**src/rtl/access_guard.sv**
```systemverilog
// access_guard: door controller sitting behind a 4-key password matcher.
//
// Counts key strobes into attempts, gives the matcher one cycle to settle,
// then either opens the door for OPEN_CYCLES or records a failure. After
// MAX_FAILS consecutive failures the keypad is locked out for LOCK_CYCLES.
// Once the door closes, relock is held until the matcher's unlock drops.
//
// Ports:
//   clk        rising-edge clock
//   rst        synchronous active-high reset
//   key_stb    one-cycle pulse per key presented to the matcher
//   unlock     latched match level from the matcher
//   door_open  door actuator enable (registered)
//   relock     request to clear the matcher (registered)
//   locked_out keypad-disabled indicator (registered)
//   fail_cnt   consecutive-failure count (registered)
module access_guard #(
    parameter int unsigned OPEN_CYCLES   = 8,
    parameter int unsigned LOCK_CYCLES   = 16,
    parameter int unsigned MAX_FAILS     = 3,
    parameter int unsigned KEYS_PER_CODE = 4,
    parameter int unsigned TMR_W         = 8
) (
    input  logic       clk,
    input  logic       rst,
    input  logic       key_stb,
    input  logic       unlock,
    output logic       door_open,
    output logic       relock,
    output logic       locked_out,
    output logic [2:0] fail_cnt
);

    localparam int unsigned EntryW = (KEYS_PER_CODE > 1) ? $clog2(KEYS_PER_CODE) : 1;

    localparam logic [TMR_W-1:0]  OpenLoad = TMR_W'(OPEN_CYCLES);
    localparam logic [TMR_W-1:0]  LockLoad = TMR_W'(LOCK_CYCLES);
    localparam logic [TMR_W-1:0]  TmrOne   = TMR_W'(1);
    localparam logic [EntryW-1:0] KeyLast  = EntryW'(KEYS_PER_CODE - 1);
    localparam logic [2:0]        FailMax  = 3'(MAX_FAILS);

    typedef enum logic [2:0] {
        StIdle,
        StCheck,
        StOpen,
        StRelock,
        StLockout
    } state_e;

    state_e            state_q, state_d;
    logic [TMR_W-1:0]  timer_q, timer_d;
    logic [EntryW-1:0] entry_q, entry_d;
    logic [2:0]        fail_q, fail_d;
    logic              door_q, relock_q, locked_q;

    always_comb begin
        state_d = state_q;
        timer_d = timer_q;
        entry_d = entry_q;
        fail_d  = fail_q;
        unique case (state_q)
            StIdle: begin
                // A latched match wins over a coincident strobe.
                if (unlock) begin
                    state_d = StOpen;
                    timer_d = OpenLoad;
                    fail_d  = 3'd0;
                    entry_d = '0;
                end else if (key_stb) begin
                    if (entry_q == KeyLast) begin
                        entry_d = '0;
                        state_d = StCheck;
                    end else begin
                        entry_d = entry_q + 1'b1;
                    end
                end
            end
            StCheck: begin
                if (unlock) begin
                    state_d = StOpen;
                    timer_d = OpenLoad;
                    fail_d  = 3'd0;
                end else begin
                    if (fail_q != FailMax) begin
                        fail_d = fail_q + 3'd1;
                    end
                    if (fail_q + 3'd1 >= FailMax) begin
                        state_d = StLockout;
                        timer_d = LockLoad;
                    end else begin
                        state_d = StIdle;
                    end
                end
            end
            StOpen: begin
                if (timer_q == TmrOne) begin
                    state_d = StRelock;
                    timer_d = '0;
                end else begin
                    timer_d = timer_q - 1'b1;
                end
            end
            StRelock: begin
                // Wait for the matcher to actually clear before accepting keys.
                if (!unlock) begin
                    state_d = StIdle;
                    entry_d = '0;
                end
            end
            StLockout: begin
                if (timer_q == TmrOne) begin
                    state_d = StIdle;
                    timer_d = '0;
                    fail_d  = 3'd0;
                    entry_d = '0;
                end else begin
                    timer_d = timer_q - 1'b1;
                end
            end
            default: begin
                state_d = StIdle;
                timer_d = '0;
                entry_d = '0;
                fail_d  = 3'd0;
            end
        endcase
    end

    // Outputs are decoded from the next state so they line up with state_q.
    always_ff @(posedge clk) begin
        if (rst) begin
            state_q  <= StIdle;
            timer_q  <= '0;
            entry_q  <= '0;
            fail_q   <= 3'd0;
            door_q   <= 1'b0;
            relock_q <= 1'b0;
            locked_q <= 1'b0;
        end else begin
            state_q  <= state_d;
            timer_q  <= timer_d;
            entry_q  <= entry_d;
            fail_q   <= fail_d;
            door_q   <= (state_d == StOpen);
            relock_q <= (state_d == StRelock) || (state_d == StLockout);
            locked_q <= (state_d == StLockout);
        end
    end

    assign door_open  = door_q;
    assign relock     = relock_q;
    assign locked_out = locked_q;
    assign fail_cnt   = fail_q;

endmodule

```
**config.mk**
```make
export PLATFORM = sky130hd
export DESIGN_NAME = access_guard
export DESIGN_NICKNAME = d
export VERILOG_FILES = /design/src/rtl/access_guard.sv
export SDC_FILE = /design/constraint.sdc
export NUM_CORES = 1
export LEC_CHECK = 0
export CAP_MARGIN = 10
export CORE_AREA = 2 2 51 53
export CTS_CLUSTER_DIAMETER = 40
export DETAILED_ROUTE_END_ITERATION = 6
export DIE_AREA = 0 0 53 55
export PLACE_DENSITY = 0.76
export SETUP_SLACK_MARGIN = 0.02
export SYNTH_ARGS = -nofsm -noshare
export SYNTH_HDL_FRONTEND = slang
export SYNTH_SLANG_ARGS = --single-unit
```
**constraint.sdc**
```tcl
create_clock -name clk -period 2.5 [get_ports clk]
set_input_delay 0.375 -clock clk [delete_from_list [all_inputs] [get_ports clk]]
set_output_delay 0.375 -clock clk [all_outputs]
set_load 0.02 [all_outputs]
```
==> results.sh, run 1 <==
export IMPL_io_pins=10
export IMPL_dr_pass1_iters=4
export IMPL_post_cts_buffers=0
export IMPL_synth_cell_area_mm2=0.00113
export IMPL_syn_avg_cell_area_um2=8.49
export IMPL_synthArstFlopShare_pct=0
export IMPL_yosysMostFrequentCell="dfxtp_1"
export IMPL_maxSlewHeadroom_pct=69.6
export IMPL_worstSetupPathType="reg2reg"
export IMPL_synth_edf_count=0
export IMPL_cts_max_path_buffers=2
export IMPL_p_total_mw=0.652
export IMPL_antenna_found_initial=0
export IMPL_final_nets=153
export IMPL_design_area_mm2=0.00122
export IMPL_fin_setup_tns_ps=0
export IMPL_synth_seq_area_share_pct=33.7
export IMPL_grt_pass1_wl_mm=3.68
export IMPL_start_util_pct=47.8
export IMPL_num_rows=18
export IMPL_cts_num_sinks=19
export IMPL_grt_max_degree=14
export IMPL_syn_nets=143
export IMPL_power_density_mw_per_mm2=533
export IMPL_rsz0062_at_grt="no"
export IMPL_gp_congestion=0.888
export IMPL_routedWlPerCell_um=13.0
export IMPL_fmax_mhz=495
export IMPL_n_antenna_cell=0
export IMPL_cts_resized=0
export IMPL_yosys_warnings=0
export IMPL_drive_above_1_share_pct=7.75
export IMPL_grt_pass1_vias=849
export IMPL_dp_cells=168
export IMPL_core_mm2=0.00236
export IMPL_cts_made_buffers=3
export IMPL_r2r_cells=7
export IMPL_root_buffer="clkbuf_4"
export IMPL_cts_hold_buffers=0
export IMPL_period_minus_slack_ps=2020
export IMPL_synth_seq_cells=19
export IMPL_multi_input_area_um2=636
export IMPL_crit_fanout=6
export IMPL_die_x_um=53
export IMPL_finalHoldViolations=0
export IMPL_min_from="fail_cnt[2]"
export IMPL_h_tree_depth=1
export IMPL_fin_cells=172
export IMPL_timing_rr_start="fail_cnt[0]"
export IMPL_fillerInstances=237
export IMPL_seq_power_share_pct=53.5
export IMPL_dp_slack_ps=489
export IMPL_synth_common_cells="19 x dfxtp_1, 18 x nor2_1, 12 x a21oi_1, 12 x inv_1, 12 x nand2_1"
export IMPL_cp_data_required_time_ps=2700
export IMPL_drc=0
export IMPL_worstSetupEndpoint="timer_q[5]"
export IMPL_fp_dieH_um=55
export IMPL_worstReg2RegEnd="timer_q[5]"
export IMPL_finalHoldWorstSlack_ps=482
export IMPL_start_kind="flop"
export IMPL_synth_distinct_cells=37
export IMPL_dieArea_mm2=0.00292
export IMPL_dp_hpwl_mm=1.66
export IMPL_synth_top_cell_area_share_pct=33.7
export IMPL_grt_ovfl_total=0
export IMPL_min_period_over_period_pct=80.9
export IMPL_clkTransAtPathRegs_ps=100
export IMPL_p_int_mw=0.450
export IMPL_pwr_share_comb_pct=23.3
export IMPL_crit_buf_inv=1
export IMPL_ys_flop_type="dfxtp_1"
export IMPL_synth_top_cells_by_area="dfxtp_1 34%, ha_1 6.6%, clkbuf_8 6.1%"
export IMPL_detail_route_antenna_nets=0
export IMPL_syn2layout_area_growth_pct=8.19
export IMPL_clk_latency_ps=290
export IMPL_regArea_um2=380
export IMPL_io_buffer_count=9
export IMPL_netSwitchingPower_mw=0.201
export IMPL_cp_slowest_cell="dfxtp_1"
export IMPL_postPlaceCellArea_mm2=0.00120
export IMPL_arrival_ps=2230
export IMPL_crit_top_cell="ha_1"
export IMPL_worst_pin_slew_ps=455
export IMPL_crit_chain="ha_1 > ha_1 > inv_1 > o311a_1 > nor3_2 > a21oi_1 > a211oi_1"
export IMPL_vias_per_cell=5.55
export IMPL_power_leakage_nw=0.503
export IMPL_postLayoutSetupSlackWorst_ps=479
export IMPL_end_kind="flop"
export IMPL_swShare_pct=30.9
export IMPL_status="finished clean"
export IMPL_setup_viol=0
export IMPL_synth_top_area_cell="dfxtp_1"
export IMPL_slew_viol_final=0
export IMPL_peakVddDrop_mv=0.301
export IMPL_cts_tree="done"
export IMPL_wirelength_mm=2.23
export IMPL_drv_cap=0
export IMPL_ff2ff_setup_slack_ps=480
export IMPL_crit_family="compound AO/OA/AOI/OAI gates"
export IMPL_path_depth=7
export IMPL_slowest_delay_ps=370
export IMPL_drt_initial_drc_count=24
export IMPL_postSynthCellCount=133
export IMPL_vias=954
export IMPL_min_path_type="reg2reg"
export IMPL_crit_start="fail_cnt[0]"
export IMPL_grt_usage_pct=17.3
export IMPL_power_frac_clock_pct=23.2
export IMPL_fin_skew_ps=5.10
export IMPL_final_core_util_pct=51.7
[cell type report]
cell class | count | share of cell area [%]
repair buffers | 10 | 7.98
flip-flops and latches | 19 | 31.1
clock buffers | 4 | 2.15
multi-input cells | 97 | 52.0
inverters | 12 | 3.68
well taps | 30 | 3.07
[worst min-delay path, cell delays in order (launching register included)]
cell,delay [ps]
dfxtp_1,340
nand2_1,60
a21oi_1,50
[layer usage]
| layer | vias up | global-route usage (%) | wire, um |
|---|---|---|---|
| li1 | 491 | - | - |
| met4 | 0 | 7.69 | 10 |
| met2 | 18 | 30.0 | 1100 |
| met3 | 2 | 2.69 | 67 |
| met5 | - | 0 | 0 |
| met1 | 443 | 21.2 | 1050 |
[worst min-delay path by stage]
stage	endpoint	slack (ps)	cells past startpoint
floorplan	entry_q[1]	460	2
global placement	fail_cnt[2]	460	2
detailed placement	fail_cnt[2]	470	2
CTS	fail_cnt[2]	490	2
global route	fail_cnt[2]	520	2
finish	fail_cnt[2]	480	2
[placed cells by master, fill, tap and decap left out, drive strengths merged, types with 2 or more instances in the layout]
cell type,n
o22ai,2
a211oi,4
or3,5
dfxtp,19
o311a,2
inv,12
nand3,2
mux2i,3
and2,2
clkdlybuf4s50,9
nand2,12
nor3,6
clkbuf,4
o21ai,5
nor2,18
ha,6
a21oi,13
[registers in the layout (all words and copies together) (netlist names)]
signal,cells
fail_cnt,3
timer_q,8
entry_q,2
state_q,3
door_open,1
locked_out,1
relock,1
[power groups by stage]
| stage | combinational, mW | sequential, mW | clock [mW] |
|---|---|---|---|
| 2_1_floorplan | 0.124 | 0.350 | 0 |
| 3_3_place_gp | 0.146 | 0.354 | 0 |
| 3_5_place_dp | 0.150 | 0.355 | 0 |
| 4_1_cts | 0.151 | 0.348 | 0.161 |
| 5_1_grt | 0.169 | 0.351 | 0.173 |
| 6_report | 0.152 | 0.349 | 0.151 |
[logic make-up after synthesis]
logic type / count (synthesis) / share of synthesized area (%)
and+or+nand+nor: 52 / 24.7
AOI/OAI and AO/OA: 35 / 21.5
DFF: 19 / 33.7
buffers and inverters: 17 / 10.1
adders and majority gates: 6 / 6.64
muxes: 3 / 2.66
xor gates and xnor gates: 1 / 0.775
Note: power is estimated with default switching activity, not from simulation.
==> run 2, diff against run 1 <==
==> constraint.sdc (replaced) <==
create_clock -name clk -period 2 [get_ports clk]
set_input_delay 0.3 -clock clk [delete_from_list [all_inputs] [get_ports clk]]
set_output_delay 0.3 -clock clk [all_outputs]
set_load 0.02 [all_outputs]
==> run 2 against run 1 <==
Effect of this change:
- cell area is 4.0% higher
- non-clock buffer count rose by 3
- utilization rose by 2.1 points
- via count up 2.0%
- sequential share of layout area decreased by 1.1 points
- hold slack better by 15 ps
- combinational power increased by 32%
- critical endpoint unchanged
- largest cell class unchanged
- largest power group unchanged
==> results.sh, run 2 (same netlist as run 1, synthesis figures left out) <==
export IMPL_status="finished clean"
export IMPL_final_core_util_pct=53.8
export IMPL_fp_dieH_um=55
export IMPL_crit_fanout=6
export IMPL_power_leakage_nw=0.511
export IMPL_n_antenna_cell=0
export IMPL_dp_cells=171
export IMPL_finalHoldWorstSlack_ps=497
export IMPL_arrival_ps=2110
export IMPL_cts_hold_buffers=0
export IMPL_num_rows=18
export IMPL_setup_viol=0
export IMPL_final_nets=156
export IMPL_dr_pass1_iters=4
export IMPL_fin_setup_tns_ps=0
export IMPL_clkTransAtPathRegs_ps=110
export IMPL_min_period_over_period_pct=94.3
export IMPL_cts_made_buffers=3
export IMPL_fillerInstances=236
export IMPL_grt_pass1_vias=914
export IMPL_top_register="timer_q"
export IMPL_antenna_found_initial=0
export IMPL_drc=0
export IMPL_worstReg2RegEnd="timer_q[5]"
export IMPL_core_mm2=0.00236
export IMPL_grt_ovfl_total=0
export IMPL_postPlaceCellArea_mm2=0.00122
export IMPL_root_buffer="clkbuf_4"
export IMPL_drv_cap=0
export IMPL_fin_cells=175
export IMPL_maxSlewHeadroom_pct=67.3
export IMPL_end_kind="flop"
export IMPL_start_kind="flop"
export IMPL_timing_rr_start="fail_cnt[0]"
export IMPL_final_cell_mix="18 x nor2_1, 18 x dfxtp_1, 12 x inv_1, 12 x nand2_1, 12 x a21oi_1"
export IMPL_dp_slack_ps=3.24
export IMPL_fmax_mhz=530
export IMPL_wirelength_mm=2.25
export IMPL_fin_skew_ps=1.84
export IMPL_cts_num_sinks=19
export IMPL_gr_usage_met3_pct=4.84
export IMPL_clk_latency_ps=300
export IMPL_drt_initial_drc_count=27
export IMPL_met1_usage_pct=22.3
export IMPL_routedWlPerCell_um=12.9
export IMPL_gp_congestion=0.897
export IMPL_die_x_um=53
export IMPL_syn2layout_area_growth_pct=12.5
export IMPL_power_density_mw_per_mm2=654
export IMPL_detail_route_antenna_nets=0
export IMPL_h_tree_depth=1
export IMPL_largest_register_ffs=8
export IMPL_worstSetupPathType="reg2reg"
export IMPL_finalHoldViolations=0
export IMPL_grt_pass1_wl_mm=3.95
export IMPL_grt_usage_pct=18.4
export IMPL_vias=973
export IMPL_holdPathStages=2
export IMPL_period_minus_slack_ps=1890
export IMPL_cts_max_path_buffers=2
export IMPL_dp_hpwl_mm=1.63
export IMPL_min_from="fail_cnt[2]"
export IMPL_dieArea_mm2=0.00292
export IMPL_io_pins=10
export IMPL_crit_start="fail_cnt[0]"
export IMPL_vias_per_cell=5.56
export IMPL_slew_viol_final=0
export IMPL_worst_pin_slew_ps=490
export IMPL_peakVddDrop_mv=0.623
export IMPL_io_buffer_count=9
export IMPL_ff2ff_setup_slack_ps=110
export IMPL_met2_usage_pct=32.1
export IMPL_cp_data_required_time_ps=2230
export IMPL_grt_max_degree=14
export IMPL_r2r_cells=7
export IMPL_p_total_mw=0.831
export IMPL_cts_tree="done"
export IMPL_start_util_pct=47.8
export IMPL_rsz0062_at_grt="yes"
export IMPL_min_to="fail_cnt[2]"
export IMPL_postLayoutSetupSlackWorst_ps=114
export IMPL_grt_busiest_layer="met2"
export IMPL_drive_above_1_share_pct=12.4
export IMPL_min_path_type="reg2reg"
export IMPL_design_area_mm2=0.00127
[run 2: cell count changes in the layout (fill, tap and decap cells not counted)]
cell      change
buf_4         +3
nor4_1        -1
nor3_2        -1
dfxtp_2       +1
clkinv_2      +1
nor4_2        +1
o311a_4       +1
clkbuf_1      -1
nor3_4        +1
o311a_1       -1
dfxtp_1       -1
[run 2: how the worst max path moves through the flow]
stage | slack (ps) | endpoint | depth (start not counted)
4_1_cts | 40 | timer_q[5] | 7
5_1_grt | -20 | timer_q[5] | 7
6_report | 110 | timer_q[5] | 7
3_5_place_dp | 3 | fail_cnt[2] | 5
3_3_place_gp | 90 | timer_q[5] | 7
2_1_floorplan | 100 | timer_q[5] | 7
[run 2: repair_timing]
| action | 4_1_cts | 5_1_grt |
|---|---|---|
| setup buffers | 0 | 0 |
| setup endpoints to repair | 2 | 7 |
| endpoints found under the hold margin | 0 | 0 |
| pin swaps | 0 | 2 |
| resized for setup | 1 | 3 |
[run 2: layer usage]
layer	up-vias	part of all wire [%]
met2	20	49
met4	0	1.1
li1	493	-
met1	457	45
met5	-	0
met3	3	4.5
[run 2: report_power, final]
part / internal [mW] / leakage [nW] / switching, mW
combinational: 0.0913 / 0.338 / 0.108
clock: 0.0747 / 0.0177 / 0.122
sequential: 0.402 / 0.156 / 0.0326
[run 2: cell type report]
type	instances	area, um^2	share of cell area (%)
tap	30	37.5	2.95
clock buffer	3	22.5	1.77
timing repair buffer	13	120	9.45
sequential	19	382	30.0
multi-input combinational	97	659	51.9
clock inverter	1	5.00	0.394
inverter	12	45.0	3.54
[run 2: worst max-delay path, stage by stage, from the launching register on]
cell	delay, ps
dfxtp_2	360
ha_1	200
ha_1	280
inv_1	60
o311a_4	370
nor3_4	230
a21oi_1	70
a211oi_1	230
==> run 3, diff against run 2 <==
--- a/config.mk
+++ b/config.mk
@@ -5,6 +5,7 @@
 export SDC_FILE = /design/constraint.sdc
 export NUM_CORES = 1
 export LEC_CHECK = 0
+export ABC_AREA = 0
 export CAP_MARGIN = 10
 export CORE_AREA = 2 2 51 53
 export CTS_CLUSTER_DIAMETER = 40
==> results of run 3 <==
No change in the layout: final DEF, timing and power equal those of run 2.
